[config.mk]
export PLATFORM = sky130hd
export DESIGN_NAME = sd_drive_arbiter
export DESIGN_NICKNAME = d
export VERILOG_FILES = /design/src/rtl/sd_drive_arbiter_pkg.sv /design/src/rtl/sd_drive_arbiter_rr_pick.sv /design/src/rtl/sd_drive_arbiter.sv
export SDC_FILE = /design/constraint.sdc
export NUM_CORES = 1
export LEC_CHECK = 0
export BUFFER_PORTS_ARGS = -buffer_cell sky130_fd_sc_hd__buf_2
export CORE_MARGIN = 4
export CORE_UTILIZATION = 45
export DETAILED_ROUTE_END_ITERATION = 12
export MAX_ROUTING_LAYER = met4
export PLACE_DENSITY = 0.95
export REMOVE_ABC_BUFFERS = 1
export SLEW_MARGIN = 20
export SYNTH_ARGS = -nofsm -noshare
export SYNTH_HDL_FRONTEND = slang
export SYNTH_SLANG_ARGS = --single-unit
[constraint.sdc]
create_clock -name clk_sys -period 4.9 [get_ports clk_sys]
set_input_delay 0.49 -clock clk_sys [delete_from_list [all_inputs] [get_ports clk_sys]]
set_output_delay 0.49 -clock clk_sys [all_outputs]
set_load 0.1 [all_outputs]
[src/rtl/sd_drive_arbiter_pkg.sv]
// rtl/sd_drive_arbiter_pkg.sv - shared state encoding and width helpers for the SD drive arbiter
package sd_drive_arbiter_pkg;

  typedef enum logic [1:0] {
    ST_IDLE = 2'd0,
    ST_REQ  = 2'd1,
    ST_XFER = 2'd2,
    ST_DONE = 2'd3
  } arb_state_e;

  // Sector buffer geometry: 512 bytes as 512x8 or 256x16.
  function automatic int dw_of(input int wide);
    return (wide != 0) ? 15 : 7;
  endfunction

  function automatic int aw_of(input int wide);
    return (wide != 0) ? 7 : 8;
  endfunction

  function automatic int ptr_w(input int n);
    return (n > 1) ? $clog2(n) : 1;
  endfunction

endpackage

[src/rtl/sd_drive_arbiter_rr_pick.sv]
// rtl/sd_drive_arbiter_rr_pick.sv - first pending requester at or after the pointer, wrapping
module rr_pick
  import sd_drive_arbiter_pkg::*;
#(
  parameter  int NREQ = 2,
  localparam int PW   = ptr_w(NREQ)
) (
  input  logic [NREQ-1:0] req,
  input  logic [PW-1:0]   ptr,
  output logic            valid,
  output logic [PW-1:0]   idx
);

  // Scan from the farthest offset down so the nearest pending index wins.
  always_comb begin
    valid = 1'b0;
    idx   = '0;
    for (int k = NREQ - 1; k >= 0; k--) begin
      if (|(req & (NREQ'(1) << ((int'(ptr) + k) % NREQ)))) begin
        valid = 1'b1;
        idx   = PW'((int'(ptr) + k) % NREQ);
      end
    end
  end

endmodule

[src/rtl/sd_drive_arbiter.sv]
// rtl/sd_drive_arbiter.sv - round-robin share of the HPS SD block channel between NREQ drives
module sd_drive_arbiter
  import sd_drive_arbiter_pkg::*;
#(
  parameter  int NREQ    = 2,
  parameter  int WIDE    = 0,
  parameter  int TIMEOUT = 0,
  localparam int DW      = dw_of(WIDE),
  localparam int AW      = aw_of(WIDE)
) (
  input  logic                   clk_sys,
  input  logic                   reset_n,
  input  logic [32*NREQ-1:0]     req_lba,
  input  logic [NREQ-1:0]        req_rd,
  input  logic [NREQ-1:0]        req_wr,
  output logic [NREQ-1:0]        req_ack,
  output logic [NREQ-1:0]        req_done,
  output logic [NREQ-1:0]        req_err,
  output logic [NREQ-1:0]        req_buff_wr,
  input  logic [(DW+1)*NREQ-1:0] req_buff_din,
  output logic [AW:0]            buff_addr,
  output logic [DW:0]            buff_dout,
  output logic [31:0]            sd_lba,
  output logic [NREQ-1:0]        sd_rd,
  output logic [NREQ-1:0]        sd_wr,
  input  logic                   sd_ack,
  input  logic [AW:0]            sd_buff_addr,
  input  logic [DW:0]            sd_buff_dout,
  input  logic                   sd_buff_wr,
  output logic [DW:0]            sd_buff_din
);

  localparam int PW = ptr_w(NREQ);

  arb_state_e      state_q, state_d;
  logic [PW-1:0]   grant_q, grant_d;
  logic [PW-1:0]   ptr_q, ptr_d;
  logic [31:0]     tmo_q, tmo_d;
  logic [31:0]     sd_lba_q, sd_lba_d;
  logic [NREQ-1:0] sd_rd_q, sd_rd_d;
  logic [NREQ-1:0] sd_wr_q, sd_wr_d;
  logic [NREQ-1:0] done_q, done_d;
  logic [NREQ-1:0] err_q, err_d;

  logic [31:0]     lba_arr [NREQ];
  logic [DW:0]     din_arr [NREQ];
  logic [NREQ-1:0] pend;
  logic            pick_valid;
  logic [PW-1:0]   pick_idx;
  logic [NREQ-1:0] pick_oh;
  logic [NREQ-1:0] grant_oh;
  logic [PW-1:0]   ptr_inc;
  logic            g_active;
  logic            active;

  for (genvar i = 0; i < NREQ; i++) begin : g_slice
    assign lba_arr[i] = req_lba[32*i +: 32];
    assign din_arr[i] = req_buff_din[(DW+1)*i +: DW+1];
  end

  assign pend = req_rd | req_wr;

  rr_pick #(.NREQ(NREQ)) u_pick (
    .req   (pend),
    .ptr   (ptr_q),
    .valid (pick_valid),
    .idx   (pick_idx)
  );

  assign pick_oh  = NREQ'(1) << pick_idx;
  assign grant_oh = NREQ'(1) << grant_q;
  assign ptr_inc  = (grant_q == PW'(NREQ - 1)) ? '0 : grant_q + 1'b1;
  assign g_active = req_rd[grant_q] | req_wr[grant_q];
  assign active   = (state_q != ST_IDLE);

  always_comb begin
    state_d  = state_q;
    grant_d  = grant_q;
    ptr_d    = ptr_q;
    tmo_d    = tmo_q;
    sd_rd_d  = sd_rd_q;
    sd_wr_d  = sd_wr_q;
    sd_lba_d = sd_lba_q;
    done_d   = '0;
    err_d    = '0;
    case (state_q)
      ST_IDLE: begin
        // A stale ack from the previous transfer must clear before the next grant.
        if (pick_valid && !sd_ack) begin
          grant_d  = pick_idx;
          sd_lba_d = lba_arr[pick_idx];
          tmo_d    = '0;
          if (req_rd[pick_idx]) sd_rd_d = pick_oh;
          else                  sd_wr_d = pick_oh;
          state_d  = ST_REQ;
        end
      end
      ST_REQ: begin
        if (sd_ack) begin
          sd_rd_d = '0;
          sd_wr_d = '0;
          state_d = ST_XFER;
        end else if (!g_active) begin
          sd_rd_d = '0;
          sd_wr_d = '0;
          state_d = ST_IDLE;
        end else if ((TIMEOUT != 0) && (tmo_q == 32'(TIMEOUT))) begin
          sd_rd_d = '0;
          sd_wr_d = '0;
          err_d   = grant_oh;
          ptr_d   = ptr_inc;
          state_d = ST_IDLE;
        end else begin
          tmo_d = tmo_q + 32'd1;
        end
      end
      ST_XFER: begin
        if (!sd_ack) begin
          done_d  = grant_oh;
          state_d = ST_DONE;
        end
      end
      ST_DONE: begin
        ptr_d   = ptr_inc;
        state_d = ST_IDLE;
      end
      default: state_d = ST_IDLE;
    endcase
  end

  always_ff @(posedge clk_sys or negedge reset_n) begin
    if (!reset_n) begin
      state_q  <= ST_IDLE;
      grant_q  <= '0;
      ptr_q    <= '0;
      tmo_q    <= '0;
      sd_lba_q <= '0;
      sd_rd_q  <= '0;
      sd_wr_q  <= '0;
      done_q   <= '0;
      err_q    <= '0;
    end else begin
      state_q  <= state_d;
      grant_q  <= grant_d;
      ptr_q    <= ptr_d;
      tmo_q    <= tmo_d;
      sd_lba_q <= sd_lba_d;
      sd_rd_q  <= sd_rd_d;
      sd_wr_q  <= sd_wr_d;
      done_q   <= done_d;
      err_q    <= err_d;
    end
  end

  assign sd_rd       = sd_rd_q;
  assign sd_wr       = sd_wr_q;
  assign sd_lba      = sd_lba_q;
  assign req_done    = done_q;
  assign req_err     = err_q;
  assign req_ack     = (active && sd_ack) ? grant_oh : '0;
  assign req_buff_wr = (active && sd_buff_wr) ? grant_oh : '0;
  assign sd_buff_din = active ? din_arr[grant_q] : '0;
  assign buff_addr   = sd_buff_addr;
  assign buff_dout   = sd_buff_dout;

endmodule

==> impl_metrics.json <==
{
  "status": "finished, final reports clean",
  "ys_ff_latch": 42,
  "min_period_ps": 2250,
  "cts_tree": "done",
  "die_w_um": 82.0,
  "dieArea_um2": 6730,
  "critPathCaptureType": "output port",
  "post-cts-setup-buffers": 0,
  "nets": 459,
  "fillers": 449,
  "first_pass_iters": 4,
  "die_h_um": 82.0,
  "synthAdderAreaFrac": 0,
  "syn2layout_area_growth_pct": 26.1,
  "port_buffers": 137,
  "setup_tns_ps": 0,
  "reg2reg_depth": 4,
  "syn_area_um2": 2460,
  "drc_errors": 0,
  "fp-row-count": 26,
  "critical_path_class": "register to output port",
  "ios": 174,
  "synthTopCellsByArea": "dfrtp_1 43%, mux2i_1 17%, buf_4 7.0%",
  "cts.clk_slew.worst_paths_ps": 80,
  "synthXorXnorAreaFrac": 0,
  "grt_pass1_wl_um": 9270,
  "track_usage": 0.184,
  "worstHoldPathType": "input port to async pin",
  "setup_viol": 0,
  "grt_pass1_vias": 2164,
  "period_share": 0.460,
  "synthSimpleGateAreaFrac": 0.126,
  "sequential_cell_area_um2": 1050,
  "rsz0062_at_grt": "false",
  "avgViaCountPerCell": 5.18,
  "synthMuxAreaShare": 0.166,
  "holdBufCountCts": 0,
  "slowest_stage": "dfrtp_1",
  "diodes": 0,
  "yosys-top-cells-count": "45 x nor2_1, 42 x dfrtp_1, 41 x mux2i_1, 23 x buf_4, 18 x a21oi_2",
  "slew_headroom": 0.401,
  "rr_startpoint": "grant_q",
  "multi_input_area_um2": 1140,
  "r2r_slack_ps": 2890,
  "drt_wl_total_um": 6100,
  "worstPathArrival_ps": 1760,
  "cap_viol_max_count": 0,
  "synth_compound_area_frac": 0.160,
  "antenna_found_initial": 0,
  "syn_avg_cell_area_um2": 10.1,
  "start_util": 0.474,
  "yosysWarnings": 0,
  "dp_hpwl_um": 4800,
  "overflow": 0,
  "grt_max_degree": 66,
  "slowest_delay_ps": 720,
  "crit_fanout": 15,
  "vias": 2202,
  "synth_top_family_by_area": "multiplexers",
  "crit_chain": "inv_1 -> and3_1 -> buf_2",
  "synth_top_area_share": 0.426,
  "drt_iter0_drc": 43,
  "htreeDepth": 2,
  "r2r_end": "sd_wr[1]",
  "synthCells": 243,
  "async_flop_share": 1.00,
  "worst_setup_path_start_kind": "register",
  "synth-edff-count": 0,
  "synthFlopType": "dfrtp_1",
  "design.core.area_um2": 5200,
  "gp_congestion": 0.826,
  "yosysUniqueCellTypes": 39,
  "yosysTopAreaCell": "dfrtp_1",
  "cts_made_buffers": 5,
  "cp.required_ps": 4410,
  "numClockSinks": 42,
  "post_drt_wl_per_cell_um": 14.3,
  "skew_ps": 2.62,
  "hold_violations": 0,
  "synth.most_common_cell": "nor2_1",
  "clkLatencyLatePin_ps": 290,
  "post_cts_resized": 0,
  "yosysSeqAreaShare": 0.426,
  "clk_path_buf_depth": 2,
  "worstMarginPinSlew_ps": 899,
  "drive_gt1_frac": 0.496,
  "ant_nets": 0,
  "final_max_slew_viol_count": 0,
  "max_freq_mhz": 444,
  "root_buffer": "clkbuf_8"
}
worst max-delay path by stage:
stage                          from             end  slack (ps)
after global placement    req_wr[0]        sd_rd[1]        2870
final                       grant_q      req_ack[0]        2650
after CTS                   grant_q      req_ack[0]        2620
after detailed placement  req_wr[0]        sd_rd[1]        2810
after floorplan           req_wr[0]        sd_rd[0]        1200
after global routing        grant_q  sd_buff_din[5]        2520
flip-flops by register name, summed over array words and instances (netlist names), named ones only:
| name | cells |
|---|---|
| sd_wr | 2 |
| ptr_q | 1 |
| sd_rd | 2 |
| state_q | 1 |
| grant_q | 1 |
| sd_lba | 32 |
| req_done | 2 |
cell type report:
class | count | area share
Sequential cell | 42 | 0.338
Inverter | 3 | 0.00362
Clock inverter | 3 | 0.0145
Timing Repair Buffer | 139 | 0.225
Multi-Input combinational cell | 163 | 0.368
Clock buffer | 5 | 0.0221
Tap cell | 70 | 0.0282
worst max-delay path: cells and delay by family (launching register included):
| family | cells | cell delay [ps] |
|---|---|---|
| flip-flops | 1 | 720 |
| buffers and inverters | 2 | 520 |
| AND/OR/NAND/NOR | 1 | 230 |
kinds of logic (layout without fill, tap and decap cells):
kind of cell / after synthesis / in the layout
compound gates: 52 / 52
simple gates: 68 / 68
mux: 41 / 41
flops: 42 / 42
other cells: 1 / 2
buf+inv: 39 / 150
routing by layer:
| layer | wire [µm] | part of all wire | up-vias | track usage |
|---|---|---|---|---|
| met5 | 0 | 0 | - | - |
| met4 | 112 | 0.018 | 0 | 0.0648 |
| met3 | 656 | 0.11 | 14 | 0.0625 |
| met2 | 3120 | 0.51 | 130 | 0.335 |
| met1 | 2210 | 0.36 | 1005 | 0.180 |
| li1 | - | - | 1053 | - |
cell usage in the layout (no fill, tap or decap), drive strengths merged, types with 3 or more instances in the layout:
| cell type | Yosys | layout |
|---|---|---|
| nor2 | 46 | 46 |
| inv | 3 | 3 |
| and3 | 4 | 4 |
| o21ai | 5 | 5 |
| mux2i | 41 | 41 |
| nand2 | 5 | 5 |
| or2 | 3 | 3 |
| nor4 | 3 | 3 |
| a21oi | 34 | 34 |
| dfrtp | 42 | 42 |
| buf | 33 | 139 |
| clkbuf | 3 | 5 |
stage by stage:
stage                     hold slack, ps  instances  instance area (µm²)  setup WS [ps]   util
final                                325        425                 3110           2650  0.597
after global routing                 401        425                 3110           2520  0.597
after CTS                            359        425                 3110           2620  0.597
after detailed placement             503        417                 3000           2810  0.575
after global placement               495        417                 3000           2870  0.575
after floorplan                      194        208                 2190           1200      -
Power is not shown: default switching activity piles up to over one toggle a cycle in this logic, so the estimate is an artifact.
